File: config.mk
export PLATFORM = sky130hd
export DESIGN_NAME = uart_cmd_ctrl_flat
export DESIGN_NICKNAME = d
export VERILOG_FILES = /design/src/rtl/uart_cmd_pkg.sv /design/src/rtl/uart_cmd_ctrl_if.sv /design/src/rtl/uart_byte_timer.sv /design/src/rtl/uart_cmd_ctrl.sv /design/src/flat_wrapper.sv
export SDC_FILE = /design/constraint.sdc
export NUM_CORES = 1
export LEC_CHECK = 0
export BUFFER_PORTS_ARGS = -buffer_cell sky130_fd_sc_hd__buf_4
export CAP_MARGIN = 10
export CORE_AREA = 2 2 83 85
export DETAILED_ROUTE_END_ITERATION = 10
export DIE_AREA = 0 0 85 87
export GPL_TIMING_DRIVEN = 0
export PLACE_DENSITY = 0.73
export RECOVER_POWER = 25
export SLEW_MARGIN = 20
export SYNTH_ARGS = -nofsm -noshare
export SYNTH_HDL_FRONTEND = slang
export SYNTH_SLANG_ARGS = --single-unit
export TNS_END_PERCENT = 20
File: constraint.sdc
create_clock -name clk -period 1.7 [get_ports clk]
set_input_delay 0.34 -clock clk [delete_from_list [all_inputs] [get_ports clk]]
set_output_delay 0.34 -clock clk [all_outputs]
set_load 0.02 [all_outputs]
File: src/rtl/uart_cmd_pkg.sv
// Shared constants, state encoding and frame helpers for the UART command controller.
package uart_cmd_pkg;

  localparam logic [7:0] SYNC_BYTE = 8'hA5;
  localparam logic [7:0] CMD_WR    = 8'h01;
  localparam logic [7:0] CMD_RD    = 8'h02;
  localparam logic [7:0] RSP_ACK   = 8'h06;
  localparam logic [7:0] RSP_NAK   = 8'h15;

  localparam int TMR_W = 11;

  typedef enum logic [2:0] {
    S_SYNC = 3'd0,
    S_CMD  = 3'd1,
    S_ADDR = 3'd2,
    S_DATA = 3'd3,
    S_CHK  = 3'd4,
    S_EXEC = 3'd5,
    S_READ = 3'd6,
    S_RESP = 3'd7
  } state_t;

  function automatic logic [7:0] frame_chk(input logic [7:0] cmd,
                                           input logic [7:0] addr,
                                           input logic [7:0] data);
    return cmd ^ addr ^ data;
  endfunction

  // States in which a partial frame is open and the inter-byte timer runs.
  function automatic logic is_frame_state(input state_t s);
    return (s == S_CMD) || (s == S_ADDR) || (s == S_DATA) || (s == S_CHK);
  endfunction

  function automatic state_t next_frame_state(input state_t s);
    state_t n;
    case (s)
      S_CMD:   n = S_ADDR;
      S_ADDR:  n = S_DATA;
      S_DATA:  n = S_CHK;
      S_CHK:   n = S_EXEC;
      default: n = S_SYNC;
    endcase
    return n;
  endfunction

endpackage

File: src/rtl/uart_cmd_ctrl_if.sv
// Byte-wide register bank bus between the command controller and the register bank.
interface uart_cmd_ctrl_if;
  logic       reg_wr_en;
  logic       reg_rd_en;
  logic [7:0] reg_addr;
  logic [7:0] reg_wdata;
  logic [7:0] reg_rd_data;

  modport master (
    output reg_wr_en,
    output reg_rd_en,
    output reg_addr,
    output reg_wdata,
    input  reg_rd_data
  );

  modport slave (
    input  reg_wr_en,
    input  reg_rd_en,
    input  reg_addr,
    input  reg_wdata,
    output reg_rd_data
  );
endinterface

File: src/rtl/uart_byte_timer.sv
// Inter-byte gap counter: cleared on demand, counts while running, saturates at all-ones.
module uart_byte_timer
  import uart_cmd_pkg::*;
#(
  parameter int TIMEOUT_CYC = 2000
) (
  input  logic clk,
  input  logic rst,
  input  logic i_clear,
  input  logic i_run,
  output logic o_expire
);

  localparam logic [TMR_W-1:0] LAST_CNT = TMR_W'(TIMEOUT_CYC - 1);
  localparam logic [TMR_W-1:0] MAX_CNT  = {TMR_W{1'b1}};

  logic [TMR_W-1:0] r_count;

  // gap counter with clear priority and saturation
  always_ff @(posedge clk) begin
    if (rst) begin
      r_count <= {TMR_W{1'b0}};
    end else if (i_clear) begin
      r_count <= {TMR_W{1'b0}};
    end else if (i_run && (r_count != MAX_CNT)) begin
      r_count <= r_count + {{(TMR_W-1){1'b0}}, 1'b1};
    end
  end

  assign o_expire = i_run && (r_count == LAST_CNT);

endmodule

File: src/rtl/uart_cmd_ctrl.sv
// uart_cmd_ctrl: parses A5/CMD/ADDR/DATA/CHK frames from the UART receiver, performs
// at most one register access per frame and returns ACK, NAK or the read data.
module uart_cmd_ctrl
  import uart_cmd_pkg::*;
#(
  parameter int TIMEOUT_CYC = 2000
) (
  input  logic            clk,
  input  logic            rst,
  input  logic [7:0]      i_rx_data,
  input  logic            i_rx_pulse,
  input  logic            i_tx_busy,
  output logic            o_tx_start,
  output logic [7:0]      o_tx_data,
  output logic            o_err_pulse,
  output logic            o_ctrl_busy,
  uart_cmd_ctrl_if.master reg_bus
);

  state_t     r_state;
  state_t     w_state_nxt;

  logic [7:0] r_cmd;
  logic [7:0] r_addr;
  logic [7:0] r_data;
  logic [7:0] r_resp;
  logic [7:0] r_tx_data;
  logic [7:0] r_reg_addr;
  logic [7:0] r_reg_wdata;
  logic       r_wr_en;
  logic       r_rd_en;
  logic       r_err;

  logic       w_run;
  logic       w_clear;
  logic       w_expire;
  logic       w_chk_ok;
  logic       w_frame_done;
  logic       w_timeout;
  logic       w_drop;
  logic       w_launch;
  logic       w_do_wr;
  logic       w_do_rd;
  logic       w_reject;
  logic       w_err_set;

  assign w_run   = is_frame_state(r_state);
  assign w_clear = i_rx_pulse | ~w_run;

  uart_byte_timer #(
    .TIMEOUT_CYC (TIMEOUT_CYC)
  ) u_byte_timer (
    .clk      (clk),
    .rst      (rst),
    .i_clear  (w_clear),
    .i_run    (w_run),
    .o_expire (w_expire)
  );

  assign w_chk_ok  = (i_rx_data == frame_chk(r_cmd, r_addr, r_data));
  assign w_do_wr   = w_frame_done & w_chk_ok & (r_cmd == CMD_WR);
  assign w_do_rd   = w_frame_done & w_chk_ok & (r_cmd == CMD_RD);
  assign w_reject  = w_frame_done & ~(w_do_wr | w_do_rd);
  assign w_err_set = w_reject | w_timeout | w_drop;

  // state register
  always_ff @(posedge clk) begin
    if (rst) begin
      r_state <= S_SYNC;
    end else begin
      r_state <= w_state_nxt;
    end
  end

  // next-state decode; a byte arriving in the expiry cycle takes priority over the timeout
  always_comb begin
    w_state_nxt  = r_state;
    w_frame_done = 1'b0;
    w_timeout    = 1'b0;
    w_drop       = 1'b0;
    w_launch     = 1'b0;
    case (r_state)
      S_SYNC: begin
        if (i_rx_pulse && (i_rx_data == SYNC_BYTE)) begin
          w_state_nxt = S_CMD;
        end else begin
          w_state_nxt = S_SYNC;
        end
      end
      S_CMD, S_ADDR, S_DATA, S_CHK: begin
        if (i_rx_pulse) begin
          w_state_nxt  = next_frame_state(r_state);
          w_frame_done = (r_state == S_CHK);
        end else if (w_expire) begin
          w_state_nxt = S_SYNC;
          w_timeout   = 1'b1;
        end else begin
          w_state_nxt = r_state;
        end
      end
      S_EXEC: begin
        w_drop = i_rx_pulse;
        if (r_rd_en) begin
          w_state_nxt = S_READ;
        end else begin
          w_state_nxt = S_RESP;
        end
      end
      S_READ: begin
        w_drop      = i_rx_pulse;
        w_state_nxt = S_RESP;
      end
      S_RESP: begin
        w_drop = i_rx_pulse;
        if (!i_tx_busy) begin
          w_launch    = 1'b1;
          w_state_nxt = S_SYNC;
        end else begin
          w_state_nxt = S_RESP;
        end
      end
      default: begin
        w_state_nxt = S_SYNC;
      end
    endcase
  end

  // frame latches, register-bus strobes, response byte and transmit holding register
  always_ff @(posedge clk) begin
    if (rst) begin
      r_cmd       <= 8'h00;
      r_addr      <= 8'h00;
      r_data      <= 8'h00;
      r_resp      <= 8'h00;
      r_tx_data   <= 8'h00;
      r_reg_addr  <= 8'h00;
      r_reg_wdata <= 8'h00;
      r_wr_en     <= 1'b0;
      r_rd_en     <= 1'b0;
      r_err       <= 1'b0;
    end else begin
      r_wr_en <= w_do_wr;
      r_rd_en <= w_do_rd;
      r_err   <= w_err_set;
      if (i_rx_pulse) begin
        case (r_state)
          S_CMD:   r_cmd  <= i_rx_data;
          S_ADDR:  r_addr <= i_rx_data;
          S_DATA:  r_data <= i_rx_data;
          default: ;
        endcase
      end
      // bus address/data only move on an accepted access so they hold between accesses
      if (w_do_wr || w_do_rd) begin
        r_reg_addr <= r_addr;
      end
      if (w_do_wr) begin
        r_reg_wdata <= r_data;
      end
      if (w_do_wr) begin
        r_resp <= RSP_ACK;
      end else if (w_reject) begin
        r_resp <= RSP_NAK;
      end else if (r_state == S_READ) begin
        r_resp <= reg_bus.reg_rd_data;
      end
      if (w_launch) begin
        r_tx_data <= r_resp;
      end
    end
  end

  assign o_tx_start  = w_launch;
  assign o_tx_data   = w_launch ? r_resp : r_tx_data;
  assign o_err_pulse = r_err;
  assign o_ctrl_busy = (r_state != S_SYNC);

  assign reg_bus.reg_wr_en = r_wr_en;
  assign reg_bus.reg_rd_en = r_rd_en;
  assign reg_bus.reg_addr  = r_reg_addr;
  assign reg_bus.reg_wdata = r_reg_wdata;

endmodule

File: src/flat_wrapper.sv
// flat-port wrapper written by rule: the top's interface ports become plain ports
module uart_cmd_ctrl_flat import uart_cmd_pkg::*;
#(
  parameter int TIMEOUT_CYC = 2000
)
  (clk, rst, i_rx_data, i_rx_pulse, i_tx_busy, o_tx_start, o_tx_data, o_err_pulse, o_ctrl_busy, reg_bus_reg_wr_en, reg_bus_reg_rd_en, reg_bus_reg_addr, reg_bus_reg_wdata, reg_bus_reg_rd_data);
  uart_cmd_ctrl_if reg_bus_i ();
  input  logic clk;
  input  logic rst;
  input  logic [7:0] i_rx_data;
  input  logic i_rx_pulse;
  input  logic i_tx_busy;
  output logic o_tx_start;
  output logic [7:0] o_tx_data;
  output logic o_err_pulse;
  output logic o_ctrl_busy;
  output wire logic [$bits(reg_bus_i.reg_wr_en)-1:0] reg_bus_reg_wr_en;
  output wire logic [$bits(reg_bus_i.reg_rd_en)-1:0] reg_bus_reg_rd_en;
  output wire logic [$bits(reg_bus_i.reg_addr)-1:0] reg_bus_reg_addr;
  output wire logic [$bits(reg_bus_i.reg_wdata)-1:0] reg_bus_reg_wdata;
  input wire logic [$bits(reg_bus_i.reg_rd_data)-1:0] reg_bus_reg_rd_data;
  assign reg_bus_reg_wr_en = reg_bus_i.reg_wr_en;
  assign reg_bus_reg_rd_en = reg_bus_i.reg_rd_en;
  assign reg_bus_reg_addr = reg_bus_i.reg_addr;
  assign reg_bus_reg_wdata = reg_bus_i.reg_wdata;
  assign reg_bus_i.reg_rd_data = reg_bus_reg_rd_data;
  uart_cmd_ctrl #(.TIMEOUT_CYC(TIMEOUT_CYC)) u_core (.clk(clk), .rst(rst), .i_rx_data(i_rx_data), .i_rx_pulse(i_rx_pulse), .i_tx_busy(i_tx_busy), .o_tx_start(o_tx_start), .o_tx_data(o_tx_data), .o_err_pulse(o_err_pulse), .o_ctrl_busy(o_ctrl_busy), .reg_bus(reg_bus_i));
endmodule
==> key figures, run 1 <==
Status
  – Status: finished with violations
  – Failing checks: negative setup slack

Critical path
  – FF-to-FF setup slack: -70 ps
  – Worst path required time: 1360 ps
  – Crit-path max cell delay: 360 ps
  – Worst path slowest cell: dfxtp_2
  – Startpoint Class: register
  – Crit path kind: reg -> out
  – CP Cell Sequence: buf_6, nand2_4, or2_4, clkinv_4, nand2_2, nand2_2, buf_6
  – CP Max Fanout: 6
  – Critical path's top delay family: simple AND/OR/NAND/NOR gates
  – CP endpoint kind: output pin
  – WP buf/inv: 3
  – Arrival time worst endpoint: 1500 ps

Final layout
  – Filler cells: 549
  – Commonest non-fill, non-tap cell in the layout: dfxtp_1
  – Ant. Diodes: 0
  – Share of cells above drive strength 1: 0.266
  – Synth-to-Final Area Change: 30.5%
  – Post-layout nets: 457
  – Most frequent cells in the layout: dfxtp_1 (62), nand2_1 (53), nor2_1 (41)

Power and ir drop
  – Power per cell area: 835 nW/um2
  – Pleak: 1.74 nW
  – Worst vdd rail ir drop: 0.451 mV
  – Total power: 3.44 mW

Floorplan
  – Starting Density: 0.481
  – Core area: 6570 um2
  – Die Width: 85 um
  – Rows: 30
  – Die area: 7400 um2
  – Die Span Y: 87 um
  – I/O pins: 49

Drt
  – Post-Route WL: 7.66 mm
  – Via count: 2771
  – Drt wl/cell: 14.7 um
  – Post-DRT Antenna Nets: 0
  – # DRC: 0
  – DRT Pass-1 Iters: 4
  – DRT iter0 DRCs: 140
  – Post-DR vias/cell: 5.33

Timing
  – Final TNS setup: -1760 ps
  – Fin Hold WS: 267 ps
  – Fmax: 544 MHz
  – Clk_skew: 7.63 ps
  – Rel. slew slack: 0.645
  – Fin. Hold Viols: 0
  – Post-route clock period utilization: 1.08
  – Final Max Slew Viols: 0
  – Unrepaired setup endpoints after global routing: true
  – Post-route minimum period: 1840 ps
  – Final setup fails: 33
  – Worst-Margin Slew: 533 ps
  – PnR worst setup slack: -137 ps

Clock network
  – Hold buffers post-CTS: 0
  – Maximum buffer depth of the clock tree: 2
  – CTS tree: yes
  – Clk sinks: 73
  – # H-tree levels: 3
  – Clock-pin slew on the worst setup and hold paths: 70 ps
  – Clock Latency Late Sink: 350 ps
  – Root Buffer: clkbuf_8
  – Num CTS Buffers: 9

Yosys
  – Asr flop ratio synth: 0
  – Syn Inst Count: 365
  – Syn nets: 386
  – Primary FF master, synth: dfxtp_1
  – Synthesized area: 3160 um2
  – YS warnings: 0
  – Unique masters post-synth: 38
  – Sequential share of the synthesized area: 0.463
  – Synth Area per Inst: 8.65 um2
  – Post-synth EDFFs: 0
  – FF+latch count, synth: 73

Place
  – Port bufs: 47
  – Pre-CTS setup slack: -275 ps
  – Placer Congestion: 0.848
  – Dpl hpwl: 4.94 mm

GRT
  – Initial antenna violation count: 0
  – Largest net degree at the start of global routing: 13
  – Vias in the first global route: 2673
  – First-pass GRT wire length: 12.5 mm
  – GRT Total Usage: 0.215
  – Gr ovfl total: 0

Min path
  – Hold/Removal Path Class: in -> reg

Flow run
  – Max Cap Viol: 0
-- worst min-delay path, cell delays in order --
cell and delay (ps):
buf_4 130, nand2_1 50, a21oi_1 50
-- sequential cells by signal, indices dropped and copies added, names as in the netlist --
name	cells
u_core.r_cmd	8
u_core.o_err_pulse	1
u_core.reg_bus.reg_wdata	8
u_core.u_byte_timer.r_count	11
u_core.r_addr	8
u_core.r_data	8
u_core.reg_bus.reg_wr_en	1
u_core.r_resp	8
u_core.r_state	3
u_core.reg_bus.reg_addr	8
u_core.reg_bus.reg_rd_en	1
u_core.r_tx_data	8
-- final cells by class --
class	instances	area (um2)	area share
clock inverter	6	108	0.0261
multi-input combinational	273	1760	0.427
inverter	4	20.0	0.00486
buffer	15	88.8	0.0216
sequential	73	1480	0.359
clock buffer	9	124	0.0301
tap	80	100	0.0243
timing repair inverter	1	8.76	0.00213
timing repair buffer	59	435	0.106
-- stage by stage --
step / instances / utilization / area [um2]
finish: 520 / 0.627 / 4120
global route: 520 / 0.627 / 4120
CTS: 520 / 0.625 / 4100
detailed placement: 492 / 0.552 / 3630
global placement: 492 / 0.552 / 3630
floorplan: 365 / - / 3170
-- path summary, 6_finish.rpt --
kind / cells after the start / end / startpoint
worst max-delay path: 7 / o_tx_data[1] / u_core.r_state[1]
worst min-delay path: 3 / u_core.r_addr[5] / i_rx_data[5]
worst max register to register: 6 / u_core.u_byte_timer.r_count[5] / u_core.r_state[1]
worst min register to register: 2 / u_core.r_addr[5] / u_core.r_addr[5]
-- cell families after synthesis --
| group | after synthesis | share of synthesized area |
|---|---|---|
| flops | 73 | 0.463 |
| fa+ha+maj | 1 | 0.00396 |
| buf+inv | 20 | 0.0273 |
| mux | 32 | 0.101 |
| simple gates | 167 | 0.245 |
| xor+xnor | 33 | 0.0915 |
| compound gates | 39 | 0.0681 |
-- synth_stat cells, types with 4 or more instances --
master | number | area, um2
xnor2_1 | 20 | 175
dfxtp_1 | 73 | 1460
nand4_1 | 6 | 37.5
and2_1 | 10 | 62.6
nand2_1 | 69 | 259
a21oi_1 | 27 | 135
mux2i_1 | 32 | 320
nor2_1 | 42 | 158
nand3_1 | 5 | 25.0
or3_1 | 5 | 31.3
o21ai_0 | 4 | 20.0
nor3_1 | 10 | 50.1
clkbuf_1 | 11 | 41.3
xor2_1 | 13 | 114
-- layer usage --
metal,GRT usage,part of all wire
met1,0.250,0.42
met5,0,0
met2,0.380,0.51
met4,0.110,0.018
met3,0.0379,0.051
-- where the power goes --
part	internal [mW]	total (mW)	switching, mW
Sequential	1.71	1.71	0.000156
Combinational	0.0510	0.124	0.0731
Clock	0.961	1.61	0.649
-- repair_timing --
action,4_1_cts,5_1_grt
setup endpoints to repair,50,64
gates resized for setup,50,16
pin swaps,21,11
gates cloned,2,0
buffers inserted,12,0
Note: power is estimated with default switching activity, not from simulation.
==> run 2, diff against run 1 <==
--- a/config.mk
+++ b/config.mk
@@ -13,6 +13,7 @@
 export GPL_TIMING_DRIVEN = 0
 export PLACE_DENSITY = 0.73
 export RECOVER_POWER = 25
+export SETUP_SLACK_MARGIN = 0.3
 export SLEW_MARGIN = 20
 export SYNTH_ARGS = -nofsm -noshare
 export SYNTH_HDL_FRONTEND = slang
==> run 2 against run 1 <==
  * Global-route usage fell by 0.33 points
  * Combinational power barely moved
  * Routed wire length fell by 2.4%
  * Utilization rose by 1.7 points
  * Worst setup slack worse by 33 ps
  * Clock power fell by 19%
  * The run still ends with negative setup slack left
  * Via count decreased by 2.0%
  * Non-clock buffer count is 2 lower
  * Clock-buffer cell count up 1
  * Clock skew increased by 2.2 ps
  * First-iteration DRC count is 39% lower
  * Total power decreased by 8.9%
==> key figures, run 2 (synthesis results as in run 1) <==
Clock network
  – # H-tree levels: 3
  – Clock-pin slew on the worst setup and hold paths: 80 ps
  – Root Buffer: clkbuf_8
  – Num CTS Buffers: 9
  – Maximum buffer depth of the clock tree: 2
  – Clock Latency Late Sink: 340 ps
  – CTS tree: yes
  – Clk sinks: 73

Timing
  – Post-route minimum period: 1870 ps
  – Clk_skew: 9.82 ps
  – Final setup fails: 30
  – Unrepaired setup endpoints after global routing: true
  – Rel. slew slack: 0.568
  – Worst-Margin Slew: 645 ps
  – Fin. Hold Viols: 0
  – Post-route clock period utilization: 1.10
  – Final Max Slew Viols: 0
  – Fmax: 535 MHz
  – PnR worst setup slack: -170 ps

Floorplan
  – I/O pins: 49
  – Die area: 7400 um2
  – Die Span Y: 87 um
  – Die Width: 85 um
  – Starting Density: 0.481
  – Rows: 30
  – Core area: 6570 um2

Final layout
  – Post-layout nets: 454
  – Synth-to-Final Area Change: 34.1%
  – Top reg by flops: u_core.u_byte_timer.r_count
  – Largest register FFs: 11
  – Final Instance Count excl. Fillers: 517
  – Final core utilization: 0.645
  – Ant. Diodes: 0
  – Share of cells above drive strength 1: 0.295
  – Filler cells: 550
  – Most frequent cells in the layout: dfxtp_1 (61), nand2_1 (42), nor2_1 (40)
  – Commonest non-fill, non-tap cell in the layout: dfxtp_1

GRT
  – Largest net degree at the start of global routing: 13
  – Vias in the first global route: 2643
  – First-pass GRT wire length: 12.5 mm
  – GRT Total Usage: 0.212
  – Initial antenna violation count: 0
  – Gr ovfl total: 0

Drt
  – DRT Pass-1 Iters: 4
  – Via count: 2715
  – Post-DRT Antenna Nets: 0
  – # DRC: 0
  – Post-Route WL: 7.48 mm
  – Drt wl/cell: 14.5 um
  – DRT iter0 DRCs: 86
  – Post-DR vias/cell: 5.25

Place
  – Post-Place Cells: 492
  – Placer Congestion: 0.826
  – Dpl hpwl: 5.11 mm
  – Port bufs: 47

Power and ir drop
  – Pleak: 1.86 nW
  – Total power: 3.14 mW
  – Worst vdd rail ir drop: 0.497 mV
  – Power per cell area: 741 nW/um2

Status
  – Status: finished with violations
  – Failing checks: negative setup slack

Critical path
  – Critical Path Source: u_core.r_state[0]
  – Arrival time worst endpoint: 1530 ps
  – Crit path kind: reg -> out
  – Worst setup path endpoint: o_tx_data[0]
  – Worst path required time: 1360 ps
  – Startpoint Class: register
  – FF-to-FF setup slack: -60 ps
  – Worst R2R Start: u_core.r_state[1]
  – FF-to-FF path depth: 9
  – CP endpoint kind: output pin
  – Reg2Reg Capture Point: u_core.u_byte_timer.r_count[9]
  – CP Max Fanout: 11

Min path
  – Hold/Removal Path Class: in -> reg

Flow run
  – Max Cap Viol: 0
==> run 2: power breakdown <==
group / internal, mW / total [mW] / leakage, nW / switching (mW)
clock: 0.671 / 1.31 / 0.0961 / 0.635
combinational: 0.0515 / 0.126 / 1.17 / 0.0748
sequential: 1.70 / 1.70 / 0.595 / 0.000141
==> run 2: per-layer routing <==
layer | GRT usage | share of wire | up-vias
met2 | 0.365 | 0.50 | 48
li1 | - | - | 1363
met3 | 0.0379 | 0.037 | 10
met4 | 0.0808 | 0.016 | 0
met5 | 0 | 0 | -
met1 | 0.264 | 0.45 | 1294
==> run 2: area by class of cell <==
| cell class | instances | area, um2 | area share |
|---|---|---|---|
| clock buffers | 10 | 128 | 0.0301 |
| clock inverters | 5 | 57.6 | 0.0136 |
| repair inverters | 1 | 16.3 | 0.00384 |
| well taps | 80 | 100 | 0.0236 |
| plain buffers | 16 | 121 | 0.0287 |
| repair buffers | 56 | 405 | 0.0957 |
| multi-input cells | 272 | 1890 | 0.447 |
| inverters | 4 | 27.5 | 0.00650 |
| flip-flops and latches | 73 | 1480 | 0.350 |
==> run 2: worst max-delay path: stages (launching register included) <==
cell and delay (ps):
dfxtp_2 340, buf_6 110, nand2_4 50, or2_4 230, buf_12 150, clkinv_8 70
nand2_2 50, nand2_2 80, buf_6 110
==> run 2: worst min path at each step <==
| stage | endpoint | cells past startpoint | startpoint | slack, ps |
|---|---|---|---|---|
| after floorplan | u_core.u_byte_timer.r_count[10] | 2 | u_core.u_byte_timer.r_count[10] | 440 |
| after global placement | u_core.u_byte_timer.r_count[10] | 2 | u_core.u_byte_timer.r_count[10] | 450 |
| after detailed placement | u_core.u_byte_timer.r_count[10] | 2 | u_core.u_byte_timer.r_count[10] | 460 |
| after CTS | u_core.r_addr[5] | 3 | i_rx_data[5] | 260 |
| after global routing | u_core.r_addr[5] | 3 | i_rx_data[5] | 280 |
| final | u_core.r_data[5] | 3 | i_rx_data[5] | 280 |
==> run 2: timing repair <==
action | in CTS | in global routing
endpoints found under the setup margin | 75 | 75
pin swaps | 18 | 17
setup buffers | 5 | 4
resized for setup | 40 | 24
hold buffers | 0 | 0
gates cloned | 1 | 0
==> run 2: per-stage QoR <==
step | area (um2) | setup slack [ps] | TNS, ps | hold slack [ps]
6_report | 4230 | -170 | -1780 | 276
3_3_place_gp | 3810 | -256 | -5800 | 449
4_1_cts | 4190 | -175 | -1490 | 260
5_1_grt | 4230 | -222 | -5170 | 278
2_1_floorplan | 3360 | 100 | 0 | 436
3_5_place_dp | 3810 | -274 | -7120 | 459
==> run 3, diff against run 2 <==
--- a/config.mk
+++ b/config.mk
@@ -5,12 +5,12 @@
 export SDC_FILE = /design/constraint.sdc
 export NUM_CORES = 1
 export LEC_CHECK = 0
+export ABC_AREA = 0
 export BUFFER_PORTS_ARGS = -buffer_cell sky130_fd_sc_hd__buf_4
 export CAP_MARGIN = 10
 export CORE_AREA = 2 2 83 85
 export DETAILED_ROUTE_END_ITERATION = 10
 export DIE_AREA = 0 0 85 87
-export GPL_TIMING_DRIVEN = 0
 export PLACE_DENSITY = 0.73
 export RECOVER_POWER = 25
 export SETUP_SLACK_MARGIN = 0.3
@@ -18,4 +18,4 @@
 export SYNTH_ARGS = -nofsm -noshare
 export SYNTH_HDL_FRONTEND = slang
 export SYNTH_SLANG_ARGS = --single-unit
-export TNS_END_PERCENT = 20
+export TNS_END_PERCENT = 1
==> run 3 against run 2 <==
  * The flow still finishes with violations (negative setup slack)
  * Clock power rose by 27%
  * Register-to-register slack got worse by 40 ps
  * Utilization rose by 1.7 points
  * Critical path depth fell by 2
  * Routed wire length rose by 4.0%
  * Worst setup slack improved by 61 ps
  * Combinational power rose by 8%
  * Fmax rose by 3.4%
  * Global-route usage rose by 0.48 points
  * Largest power group unchanged
==> key figures, run 3 (synthesis results as in run 1) <==
Status
  – Status: finished with violations
  – Failing checks: negative setup slack

Critical path
  – Worst path slowest cell: dfxtp_4
  – Critical path's top delay family: simple AND/OR/NAND/NOR gates
  – Worst path required time: 1360 ps
  – CP Max Fanout: 9
  – Startpoint Class: register
  – CP endpoint kind: output pin
  – Crit path kind: reg -> out
  – Arrival time worst endpoint: 1470 ps
  – CP Cell Sequence: nand2b_4, or2_4, clkinv_4, nand2_1, nand2_2, buf_6
  – WP buf/inv: 2
  – Crit-path max cell delay: 400 ps

Clock network
  – CTS tree: yes
  – Clk sinks: 73
  – Num CTS Buffers: 9
  – Post-CTS Setup Bufs: 0
  – Clock-pin slew on the worst setup and hold paths: 70 ps
  – Clock Latency Late Sink: 350 ps
  – Maximum buffer depth of the clock tree: 2
  – Root Buffer: clkbuf_8
  – # H-tree levels: 3

Floorplan
  – Die Width: 85 um
  – I/O pins: 49
  – Core area: 6570 um2
  – Starting Density: 0.481
  – Die area: 7400 um2
  – Die Span Y: 87 um
  – Rows: 30

GRT
  – Initial antenna violation count: 0
  – Gr ovfl total: 0
  – Largest net degree at the start of global routing: 24
  – Vias in the first global route: 2676
  – GRT Total Usage: 0.217
  – First-pass GRT wire length: 12.6 mm

Place
  – Dpl hpwl: 5.26 mm
  – Post-Place Cells: 516
  – Port bufs: 48
  – Dpl cell area: 3910 um2
  – Placer Congestion: 0.784
  – Pre-CTS setup slack: -206 ps

Min path
  – Hold/Removal Path Class: in -> reg

Final layout
  – Most frequent cells in the layout: buf_4 (62), nand2_1 (60), dfxtp_1 (60)
  – Top reg by flops: u_core.u_byte_timer.r_count
  – Ant. Diodes: 0
  – Synth-to-Final Area Change: 37.7%
  – Final Instance Count excl. Fillers: 533
  – Final core utilization: 0.662
  – Share of cells above drive strength 1: 0.322
  – Post-route cell area: 4350 um2
  – Commonest non-fill, non-tap cell in the layout: buf_4
  – Post-layout nets: 469
  – Largest register FFs: 11

Timing
  – Clk_skew: 7.04 ps
  – Final TNS setup: -1410 ps
  – Final Max Slew Viols: 0
  – Rel. slew slack: 0.700
  – Post-route minimum period: 1810 ps
  – Fmax: 553 MHz
  – Unrepaired setup endpoints after global routing: true
  – Fin Hold WS: 260 ps
  – Final setup fails: 18
  – Worst-Margin Slew: 449 ps
  – Fin. Hold Viols: 0
  – Post-route clock period utilization: 1.06
  – PnR worst setup slack: -109 ps

Drt
  – DRT iter0 DRCs: 85
  – Drt wl/cell: 14.6 um
  – Post-Route WL: 7.78 mm
  – DRT Pass-1 Iters: 4
  – Via count: 2798
  – Post-DRT Antenna Nets: 0
  – # DRC: 0
  – Post-DR vias/cell: 5.25

Power and ir drop
  – Total power: 3.50 mW
  – Pleak: 1.87 nW
  – Worst vdd rail ir drop: 0.524 mV
  – Power per cell area: 805 nW/um2

Flow run
  – Max Cap Viol: 0
[run 3: cell types whose count changed in the layout (fill, tap and decap cells not counted), sizes merged]
| cell | change |
|---|---|
| buf | +26 |
| bufinv | +2 |
| clkbuf | -10 |
| clkinv | -4 |
| clkinvlp | +1 |
| or2 | +1 |
[run 3: path summary, 6_finish.rpt]
check                                       start                           to  slack [ps]  depth (start not counted)
worst max-delay path            u_core.r_state[2]                 o_tx_data[1]        -110                          6
worst min-delay path                          rst            u_core.r_state[2]         260                          2
worst max register to register   u_core.r_addr[4]  u_core.reg_bus.reg_wdata[6]        -100                          8
worst min register to register   u_core.r_data[0]             u_core.r_data[0]         490                          2
[run 3: cell type report]
| cell class | instances | area [um2] |
|---|---|---|
| Clock inverter | 5 | 103 |
| Tap cell | 80 | 100 |
| Fill cell | 524 | 2220 |
| Inverter | 4 | 20.0 |
| Sequential cell | 73 | 1490 |
| Multi-Input combinational cell | 273 | 1820 |
| Clock buffer | 11 | 141 |
| Timing Repair Buffer | 87 | 677 |
[run 3: worst reg2reg max path, stage by stage, from the launching register on]
cell,delay [ps]
dfxtp_2,350
xor2_2,180
xnor2_1,130
nor4_2,370
buf_4,180
nand4_1,90
buf_6,180
mux2i_2,180
nor2_1,60
[run 3: metal layers]
layer / up-vias / wire length [um] / track usage
met3: 14 / 295 / 0.0550
met5: - / 0 / 0
li1: 1388 / - / -
met1: 1336 / 3370 / 0.264
met2: 60 / 3920 / 0.368
met4: 0 / 197 / 0.0851
[run 3: timing repair]
action                     CTS  global route
pin swaps                   24            25
hold buffers                 0             0
resized for setup           37            26
gates cloned                 1             0
setup endpoints to repair   77            68
[run 3: where the power goes]
part           internal, mW  switching, mW  leakage, nW
clock                  1.01          0.652        0.120
combinational        0.0657         0.0700         1.16
sequential             1.70       0.000203        0.596
total                  2.78          0.722         1.87
